[src/rtl/fp2fix_pkg.sv]
// fp2fix_pkg: shared constants and types for the FP16 to fixed-point converter.
package fp2fix_pkg;
    localparam int FP_W = 16;
    localparam int EXP_W = 5;
    localparam int MAN_W = 10;
    localparam int BIAS = 15;
    localparam int EXP_MAX = 31;
    // Aligned magnitude holds the largest finite FP16 for FRAC_W up to 32.
    localparam int MAG_W = 48;
    typedef enum logic {RM_TRUNC = 1'b0, RM_RNE = 1'b1} round_mode_e;
    typedef struct packed {
        logic sign;
        logic nan;
        logic inf;
        logic [MAG_W-1:0] mag;
        logic guard;
        logic sticky;
        round_mode_e rm;
    } s1_payload_t;
endpackage

[src/rtl/fp2fix_lane.sv]
// fp2fix_lane: one lane of the two-stage FP16 to signed fixed-point datapath.
// S1 decodes and aligns, S2 rounds, saturates, negates and raises flags.
module fp2fix_lane
    import fp2fix_pkg::*;
#(
    parameter int OUT_W = 16,
    parameter int FRAC_W = 8
) (
    input  logic             clk,
    input  logic             rst_n,
    input  logic             s1_en,
    input  logic             s2_en,
    input  logic [FP_W-1:0]  fp,
    input  round_mode_e      rm,
    output logic [OUT_W-1:0] data,
    output logic             sat,
    output logic             nan
);
    // The aligned word carries value*2^FRAC_W scaled up by 2^LSB, so bit LSB has weight 2^-FRAC_W.
    localparam int LSB = BIAS + MAN_W - 1;
    localparam int WIDE_W = MAN_W + 1 + EXP_MAX - 2 + FRAC_W;
    localparam int RW = MAG_W + 1;
    localparam logic [RW-1:0] LIM = RW'(1) << (OUT_W - 1);
    logic [EXP_W-1:0] e;
    logic [MAN_W-1:0] m;
    logic [MAN_W:0] sig;
    logic [WIDE_W-1:0] wide;
    s1_payload_t d1, q1;
    logic inc, ovf;
    logic [RW-1:0] rnd;
    always_comb begin
        e = fp[FP_W-2 -: EXP_W];
        m = fp[MAN_W-1:0];
        sig = {e != '0, m};
        wide = WIDE_W'(sig) << (FRAC_W + 32'(e == '0 ? EXP_W'(0) : e - EXP_W'(1)));
        d1.sign = fp[FP_W-1];
        d1.nan = e == EXP_W'(EXP_MAX) && m != '0;
        d1.inf = e == EXP_W'(EXP_MAX) && m == '0;
        d1.mag = MAG_W'(wide >> LSB);
        d1.guard = wide[LSB-1];
        d1.sticky = |wide[LSB-2:0];
        d1.rm = rm;
        inc = q1.rm == RM_RNE && q1.guard && (q1.sticky || q1.mag[0]);
        rnd = RW'(q1.mag) + RW'(inc);
        // Negative side reaches one further: exactly -2^(OUT_W-1) is representable.
        ovf = q1.inf || (q1.sign ? rnd > LIM : rnd >= LIM);
    end
    always_ff @(posedge clk or negedge rst_n) begin
        if (!rst_n) begin
            q1 <= '0;
            data <= '0;
            sat <= 1'b0;
            nan <= 1'b0;
        end else begin
            if (s1_en) q1 <= d1;
            if (s2_en) begin
                data <= q1.nan ? '0 : ovf ? {q1.sign, {(OUT_W-1){!q1.sign}}} : q1.sign ? OUT_W'(-rnd) : OUT_W'(rnd);
                sat <= ovf && !q1.nan;
                nan <= q1.nan;
            end
        end
    end
endmodule

[src/rtl/fp16_to_fixed_stream.sv]
// fp16_to_fixed_stream: LANES-wide streaming FP16 to signed fixed-point converter.
// Define FP2FIX_STATS_EN to add the saturating sat_cnt event counter.
module fp16_to_fixed_stream
    import fp2fix_pkg::*;
#(
    parameter int LANES = 1,
    parameter int OUT_W = 16,
    parameter int FRAC_W = 8
) (
    input  logic                   clk,
    input  logic                   rst_n,
    input  logic                   in_valid,
    output logic                   in_ready,
    input  logic [FP_W*LANES-1:0]  in_data,
    input  logic                   round_mode,
    output logic                   out_valid,
    input  logic                   out_ready,
    output logic [OUT_W*LANES-1:0] out_data,
    output logic [LANES-1:0]       out_sat,
    output logic [LANES-1:0]       out_nan
`ifdef FP2FIX_STATS_EN
    ,
    output logic [15:0]            sat_cnt
`endif
);
    logic s1_valid, s2_valid, s1_adv;
    assign s1_adv = !s2_valid || out_ready;
    assign in_ready = !s1_valid || s1_adv;
    assign out_valid = s2_valid;
    always_ff @(posedge clk or negedge rst_n) begin
        if (!rst_n) begin
            s1_valid <= 1'b0;
            s2_valid <= 1'b0;
        end else begin
            if (in_ready) s1_valid <= in_valid;
            if (s1_adv) s2_valid <= s1_valid;
        end
    end
    for (genvar i = 0; i < LANES; i++) begin : g_lane
        fp2fix_lane #(.OUT_W(OUT_W), .FRAC_W(FRAC_W)) u_lane (
            .clk(clk),
            .rst_n(rst_n),
            .s1_en(in_valid && in_ready),
            .s2_en(s1_valid && s1_adv),
            .fp(in_data[FP_W*i +: FP_W]),
            .rm(round_mode_e'(round_mode)),
            .data(out_data[OUT_W*i +: OUT_W]),
            .sat(out_sat[i]),
            .nan(out_nan[i])
        );
    end
`ifdef FP2FIX_STATS_EN
    logic [16:0] cnt_sum;
    always_comb begin
        cnt_sum = {1'b0, sat_cnt};
        for (int k = 0; k < LANES; k++) cnt_sum = cnt_sum + 17'(out_sat[k]);
    end
    always_ff @(posedge clk or negedge rst_n) begin
        if (!rst_n) sat_cnt <= '0;
        else if (out_valid && out_ready) sat_cnt <= cnt_sum[16] ? 16'hFFFF : cnt_sum[15:0];
    end
`endif
endmodule
[config.mk]
export PLATFORM = sky130hd
export DESIGN_NAME = fp16_to_fixed_stream
export DESIGN_NICKNAME = d
export VERILOG_FILES = /design/src/rtl/fp2fix_pkg.sv /design/src/rtl/fp2fix_lane.sv /design/src/rtl/fp16_to_fixed_stream.sv
export SDC_FILE = /design/constraint.sdc
export NUM_CORES = 1
export LEC_CHECK = 0
export CAP_MARGIN = 30
export CORE_MARGIN = 2
export CORE_UTILIZATION = 33
export CTS_CLUSTER_DIAMETER = 200
export CTS_CLUSTER_SIZE = 40
export DETAILED_ROUTE_END_ITERATION = 16
export HOLD_SLACK_MARGIN = 0.1
export PLACE_DENSITY_LB_ADDON = 0.3
export REMOVE_ABC_BUFFERS = 1
export SLEW_MARGIN = 20
export SYNTH_ARGS = -nofsm -noshare
export SYNTH_HDL_FRONTEND = slang
export SYNTH_SLANG_ARGS = --single-unit
[constraint.sdc]
create_clock -name clk -period 3.8 [get_ports clk]
set_clock_uncertainty 0.05 [all_clocks]
set_input_delay 0.38 -clock clk [delete_from_list [all_inputs] [get_ports clk]]
set_output_delay 0.38 -clock clk [all_outputs]
set_load 0.005 [all_outputs]
==> run metrics, run 1 <==
clk slew on worst S/H paths=about 0.060 ns; antenna-violating nets left=0; Post-DP HPWL=about 10 mm; Final period util=96.2%; Final Max Slew Viols=0; Core Region=0.0126 mm2; Placement Rows=41; global-route wire length before repair=21.0 mm; final RePlAce weighted congestion=approximately 0.95; gr ovfl total=0; VDD IR-drop max=about 0.15 mV; syn avg cell area=between 7 and 8 um2; Area Overhead vs Synth=26.5%; DR DRC count=0; Int Power=~1400 uW; relative slew slack=approximately 51%; clk buf depth=2; fillers=roughly 1300; Final nets=~630; Total GRT Usage=18.4%; Hold Path Class=flop to flop; hold path startpoint=g_lane[0].u_lane.data[10]; latest clock arrival within the worst-skew pair=between 0.2 and 0.3 ns; Seq/Total Area, Yosys=between 20 and 30%; Worst R2R Setup Slack=0.14 ns; clock sink count=50; Most used DFF post-synth=dfrtp_1; worst slew pin tran=slightly above 0.7 ns; Die Wd=between 100 and 150 um; Hold Vio Cnt, Final=0; Critical Path Sink Type=flop; synth unique cells=71; FF+latch count, synth=50; sequential power share=about a third; Hold Path Stages=2; Die H=between 100 and 150 um; max-cap viol count=0; outcome=completed; RSZ-0062 raised after global routing=no; met3 GRT Util=around 2.2%; initial antenna violation count=0; via count=4406; htree depth=2; CTS Root Buffer Type=clkbuf_16; Initial Util=33.7%; largest net degree at the start of global routing=30; Reg-to-Reg End=g_lane[0].u_lane.data[13]; CTS Buf Count=5; I/O pins=41; M2 GR Usage=32.6%; Worst Path Arrival=roughly 3.8 ns; Mapped Area=0.00425 mm2; worst reg2reg startpoint=g_lane[0].u_lane.q1[3]; Finished Layout Cells=approximately 780; Comb power frac=a little over a third; CTS tree=yes; ant diodes=0; worst-path fanout max=6; Synthesis Warnings=0; cell taking the most area after synthesis=dfrtp_1; Leak=between 0.002 and 0.0025 uW; WS Path Type=flop to flop; DR WL/cell=16.2 um; CP Launch Type=flop; I/O Buffers=40; Die ar.=about 0.014 mm2; Routed Wire Length=12.6 mm; DRT Pass-1 Iters=5; Hold EP=g_lane[0].u_lane.data[10]; fin worst setup slack=between 0.1 and 0.15 ns; PD cells=about 370 mW/mm2; Critical Path RT=roughly 3.9 ns; sw power=613 uW; most frequent cells after synthesis=65 x nand2_1, 50 x dfrtp_1, 45 x o21ai_0, 35 x nor2_1, 28 x nand3_1; Area contributors post-synth=dfrtp_1 29%, nand2_1 5.7%, o21ai_0 5.3%; placed insts=between 700 and 800; clock share of power=roughly 30%; achievable frequency=around 0.27 GHz; share of flip-flops with an asynchronous set or reset=between 90% and 100%; drt first-iter violations=253; most common cell in the netlist=nand2_1; pre-CTS WS=-0.152 ns; share of cells above drive strength 1=14.2%; setup violators final=0; met1 usage=about 22%; number of synthesized flops with an enable pin=0; vias per cell=around 5.7; vias in the first global route=about 4300; Synth Instances=540; Layout Utilization=42.7%; clock period minus worst slack=about 3.7 ns; Net Sw Frac=between 30% and 40%; R2R depth=14; GR peak layer=met2; top cell type's share of synthesized area=29.4%
logic make-up after synthesis:
family / Yosys count / share of synthesized area (%)
simple gates: 216 / 25.5
flops: 50 / 29.4
compound gates: 163 / 26.6
fa+ha+maj: 8 / 2.35
xor+xnor: 21 / 4.32
other cells: 1 / 0.0882
buf+inv: 55 / 5.24
mux: 26 / 6.53
cells in the final DEF (no fill, tap or decap), types with 15 or more instances in the layout:
cell	count
a21oi_1	21
a22o_1	15
buf_4	53
clkdlybuf4s50_1	38
dfrtp_1	50
inv_1	15
mux2i_1	21
nand2_1	64
nand3_1	27
nor2_1	35
nor3_1	22
o21ai_0	43
final cells by class:
type                            count  area [um2]  area share [%]
Clock buffer                        6         139            2.58
Timing Repair Buffer               96         841            15.6
Sequential cell                    50        1250            23.2
Tap cell                          172         215            4.00
Multi-Input combinational cell    435        2810            52.3
Inverter                           17        63.8            1.19
Clock inverter                      2        60.1            1.12
metal layers:
layer / up-vias / routed length [um] / share of wire [%]
li1: 2152 / - / -
met1: 2066 / 5350 / 42
met2: 157 / 6210 / 49
met3: 31 / 575 / 4.6
met4: 0 / 473 / 3.7
met5: - / 0 / 0
flip-flops by register name, summed over array words and instances (netlist names):
signal              cells
g_lane.u_lane.sat       1
out_valid               1
g_lane.u_lane.data     16
s1_valid                1
g_lane.u_lane.q1       30
g_lane.u_lane.nan       1
metrics by stage:
step	power [uW]	setup TNS, ns	hold WS, ns	instance area [um2]
6_report	1980	0	0.426	5380
5_1_grt	2090	0	0.470	5380
4_1_cts	1980	0	0.433	5330
3_5_place_dp	1380	-0.164	0.357	5120
3_3_place_gp	1370	-0.0267	0.415	5100
2_1_floorplan	1030	-0.645	0.0344	4100
worst max path at each step:
| stage | to | cells after the start | slack, ns | from |
|---|---|---|---|---|
| floorplan | g_lane[0].u_lane.q1[1] | 14 | -0.31 | in_data[10] |
| global placement | g_lane[0].u_lane.q1[1] | 19 | -0.03 | in_data[10] |
| detailed placement | g_lane[0].u_lane.q1[1] | 19 | -0.15 | in_data[10] |
| CTS | g_lane[0].u_lane.data[7] | 14 | 0.09 | g_lane[0].u_lane.q1[1] |
| global route | g_lane[0].u_lane.data[13] | 14 | 0.04 | g_lane[0].u_lane.q1[1] |
| finish | g_lane[0].u_lane.data[13] | 14 | 0.14 | g_lane[0].u_lane.q1[3] |
power by group through the flow:
stage                     Sequential [uW]  Combinational [uW]  Clock [uW]
after floorplan                       676                 351           0
after global placement                676                 692           0
after detailed placement              681                 701           0
after CTS                             670                 704         601
after global routing                  682                 784         625
final                                 669                 716         590
critical path: stages, from the launching register on:
cell,delay (ns)
dfrtp_1,0.40
o211a_1,0.22
ha_1,0.20
ha_1,0.33
inv_1,0.07
ha_1,0.24
or4b_1,0.45
o31ai_1,0.15
o21a_1,0.24
nand3_2,0.13
o41ai_4,0.38
buf_4,0.21
nand2_1,0.14
o21ai_0,0.19
o211ai_1,0.12
repair_timing:
action,in CTS,in global routing
hold buffers,1,0
setup buffers,0,0
endpoints found under the setup margin,0,15
hold endpoints to repair,23,0
gates resized for setup,0,10
(Power assumes the default switching activity.)
==> inputs of run 2 (changes only) <==
SLEW_MARGIN = 15   (was 20)
==> run 2 against run 1 <==
Net effect: die area is the same; combinational power is essentially flat; final cell count is the same.
==> run metrics, run 2 (synthesis gave the netlist of run 1 again) <==
outcome=completed; VDD IR-drop max=0.151 mV (about the same); Initial Util=33.7% (unchanged); latest clock arrival within the worst-skew pair=0.30 ns (about the same); ant diodes=0 (unchanged); antenna-violating nets left=0 (unchanged); cell mode on critical path=ha_1; Final Max Slew Viols=0 (unchanged); Die H=118 um (unchanged); Worst path slowest cell=or4b_1; Leak=0.00224 uW (unchanged); max reg flops=30 (unchanged); worst slew pin tran=0.715 ns (+0.000627 ns); max-cap viol count=0 (unchanged); DRT Pass-1 Iters=5 (unchanged); htree depth=2 (unchanged); CTS Buf Count=5 (unchanged); initial antenna violation count=0 (unchanged); gr ovfl total=0 (unchanged); setup violators final=0 (unchanged); via count=4393 (-0.30%); Critical Path RT=3.92 ns (about the same); clock period minus worst slack=3.67 ns (+0.0112 ns); relative slew slack=51.1% (about the same); worst hold slack=0.426 ns (-0.000153 ns); Hold Vio Cnt, Final=0 (unchanged); vias in the first global route=4261 (unchanged); fin worst setup slack=0.134 ns (-0.0112 ns); Layout Utilization=42.7% (unchanged); Routed Wire Length=12.6 mm (about the same); CTS Root Buffer Type=clkbuf_16; CP peak stage delay=0.45 ns (about the same); Placement Rows=41 (unchanged); CTS tree=yes; vias per cell=5.65 (-0.30%); Worst Path Arrival=3.78 ns (about the same); global-route wire length before repair=21.0 mm (unchanged); Reg with most FFs=g_lane.u_lane.q1; drt first-iter violations=251 (-0.79%); largest net degree at the start of global routing=30 (unchanged); Largest regs=g_lane.u_lane.q1: 30 flops, g_lane.u_lane.data: 16 flops; crit-path cells=o211a_1 -> ha_1 -> ha_1 -> inv_1 -> ha_1 -> or4b_1 -> o31ai_1 -> o21a_1 -> nand3_2 -> o41ai_4 -> buf_4 -> nand2_1 -> o21ai_0 -> o211ai_1; Core Region=0.0126 mm2 (unchanged); worst-path fanout max=6 (unchanged); clk slew on worst S/H paths=0.06 ns (about the same); Total GRT Usage=18.4% (unchanged); pre-CTS WS=-0.152 ns (unchanged); CP Launch Type=flop; WS Path Type=flop to flop; RSZ-0062 raised after global routing=no; Die Wd=118 um (unchanged); Final nets=634 (unchanged); I/O pins=41 (unchanged); DR DRC count=0 (unchanged); final RePlAce weighted congestion=0.953 (unchanged); DR WL/cell=16.2 um (about the same); fillers=1313 (unchanged); clock sink count=50 (unchanged); share of cells above drive strength 1=14.2% (unchanged); PD cells=368 mW/mm2 (+0.14%); Die ar.=0.0138 mm2 (unchanged); Area Overhead vs Synth=26.5% (unchanged); most frequent cells in the layout=64 x nand2_1, 53 x buf_4, 50 x dfrtp_1; Post-DP HPWL=9.98 mm (unchanged); clk buf depth=2 (unchanged); most common cell after layout, fill and taps aside=nand2_1; Hold Path Class=flop to flop; achievable frequency=0.273 GHz (-0.31%); Critical Path Sink Type=flop; Final period util=96.5% (+0.29 points); I/O Buffers=40 (unchanged)
-- run 2: path summary, 6_finish.rpt --
check                                     startpoint                        end  slack, ns  depth (start not counted)
min in group asynchronous                      rst_n  g_lane[0].u_lane.data[15]       0.56                          2
max                           g_lane[0].u_lane.q1[3]  g_lane[0].u_lane.data[13]       0.13                         14
max reg2reg                   g_lane[0].u_lane.q1[3]  g_lane[0].u_lane.data[13]       0.13                         14
min                        g_lane[0].u_lane.data[10]  g_lane[0].u_lane.data[10]       0.43                          2
max in group asynchronous                      rst_n     g_lane[0].u_lane.q1[6]       2.61                          3
min reg2reg                g_lane[0].u_lane.data[10]  g_lane[0].u_lane.data[10]       0.43                          2
-- run 2: layout make-up --
cell class / count / area (um2) / share of cell area [%]
sequential: 50 / 1250 / 23.2
clock buffer: 6 / 139 / 2.58
clock inverter: 2 / 60.1 / 1.12
tap: 172 / 215 / 4.00
timing repair buffer: 96 / 841 / 15.6
inverter: 17 / 63.8 / 1.19
multi-input combinational: 435 / 2810 / 52.3
-- run 2: worst max-delay path, delay by kind of cell, from the launching register on --
family,cells,cell delay [ns]
AO/OA/AOI/OAI,6,1.30
buffers and inverters,2,0.28
AND/OR/NAND/NOR,3,0.72
adder cells (fa/ha/maj),3,0.77
flip-flops,1,0.40
-- run 2: metal layers --
layer | track usage [%] | vias to the layer above | share of wire (%)
met1 | 22.4 | 2041 | 42
met4 | 8.28 | 0 | 3.8
li1 | - | 2158 | -
met2 | 32.6 | 160 | 49
met5 | 0 | - | 0
met3 | 2.23 | 34 | 4.8
-- run 2: what timing repair did --
action                                  CTS  global route
hold buffers                              1             0
gates resized for setup                   0            10
endpoints found under the setup margin    0            15
hold endpoints to repair                 23             0
buffers inserted                          0             0
-- run 2: report_power, final --
group / internal, uW / switching [uW]
sequential: 609 / 59.7
combinational: 358 / 358
clock: 395 / 198
total: 1360 / 616
-- run 2: metrics by stage --
| step | total power [uW] | setup TNS (ns) | instances | cell area [um2] |
|---|---|---|---|---|
| 2_1_floorplan | 1030 | -0.645 | 502 | 4100 |
| 3_3_place_gp | 1370 | -0.0267 | 767 | 5100 |
| 3_5_place_dp | 1380 | -0.164 | 768 | 5120 |
| 4_1_cts | 1980 | 0 | 777 | 5330 |
| 5_1_grt | 2090 | 0 | 778 | 5380 |
| 6_report | 1980 | 0 | 778 | 5380 |
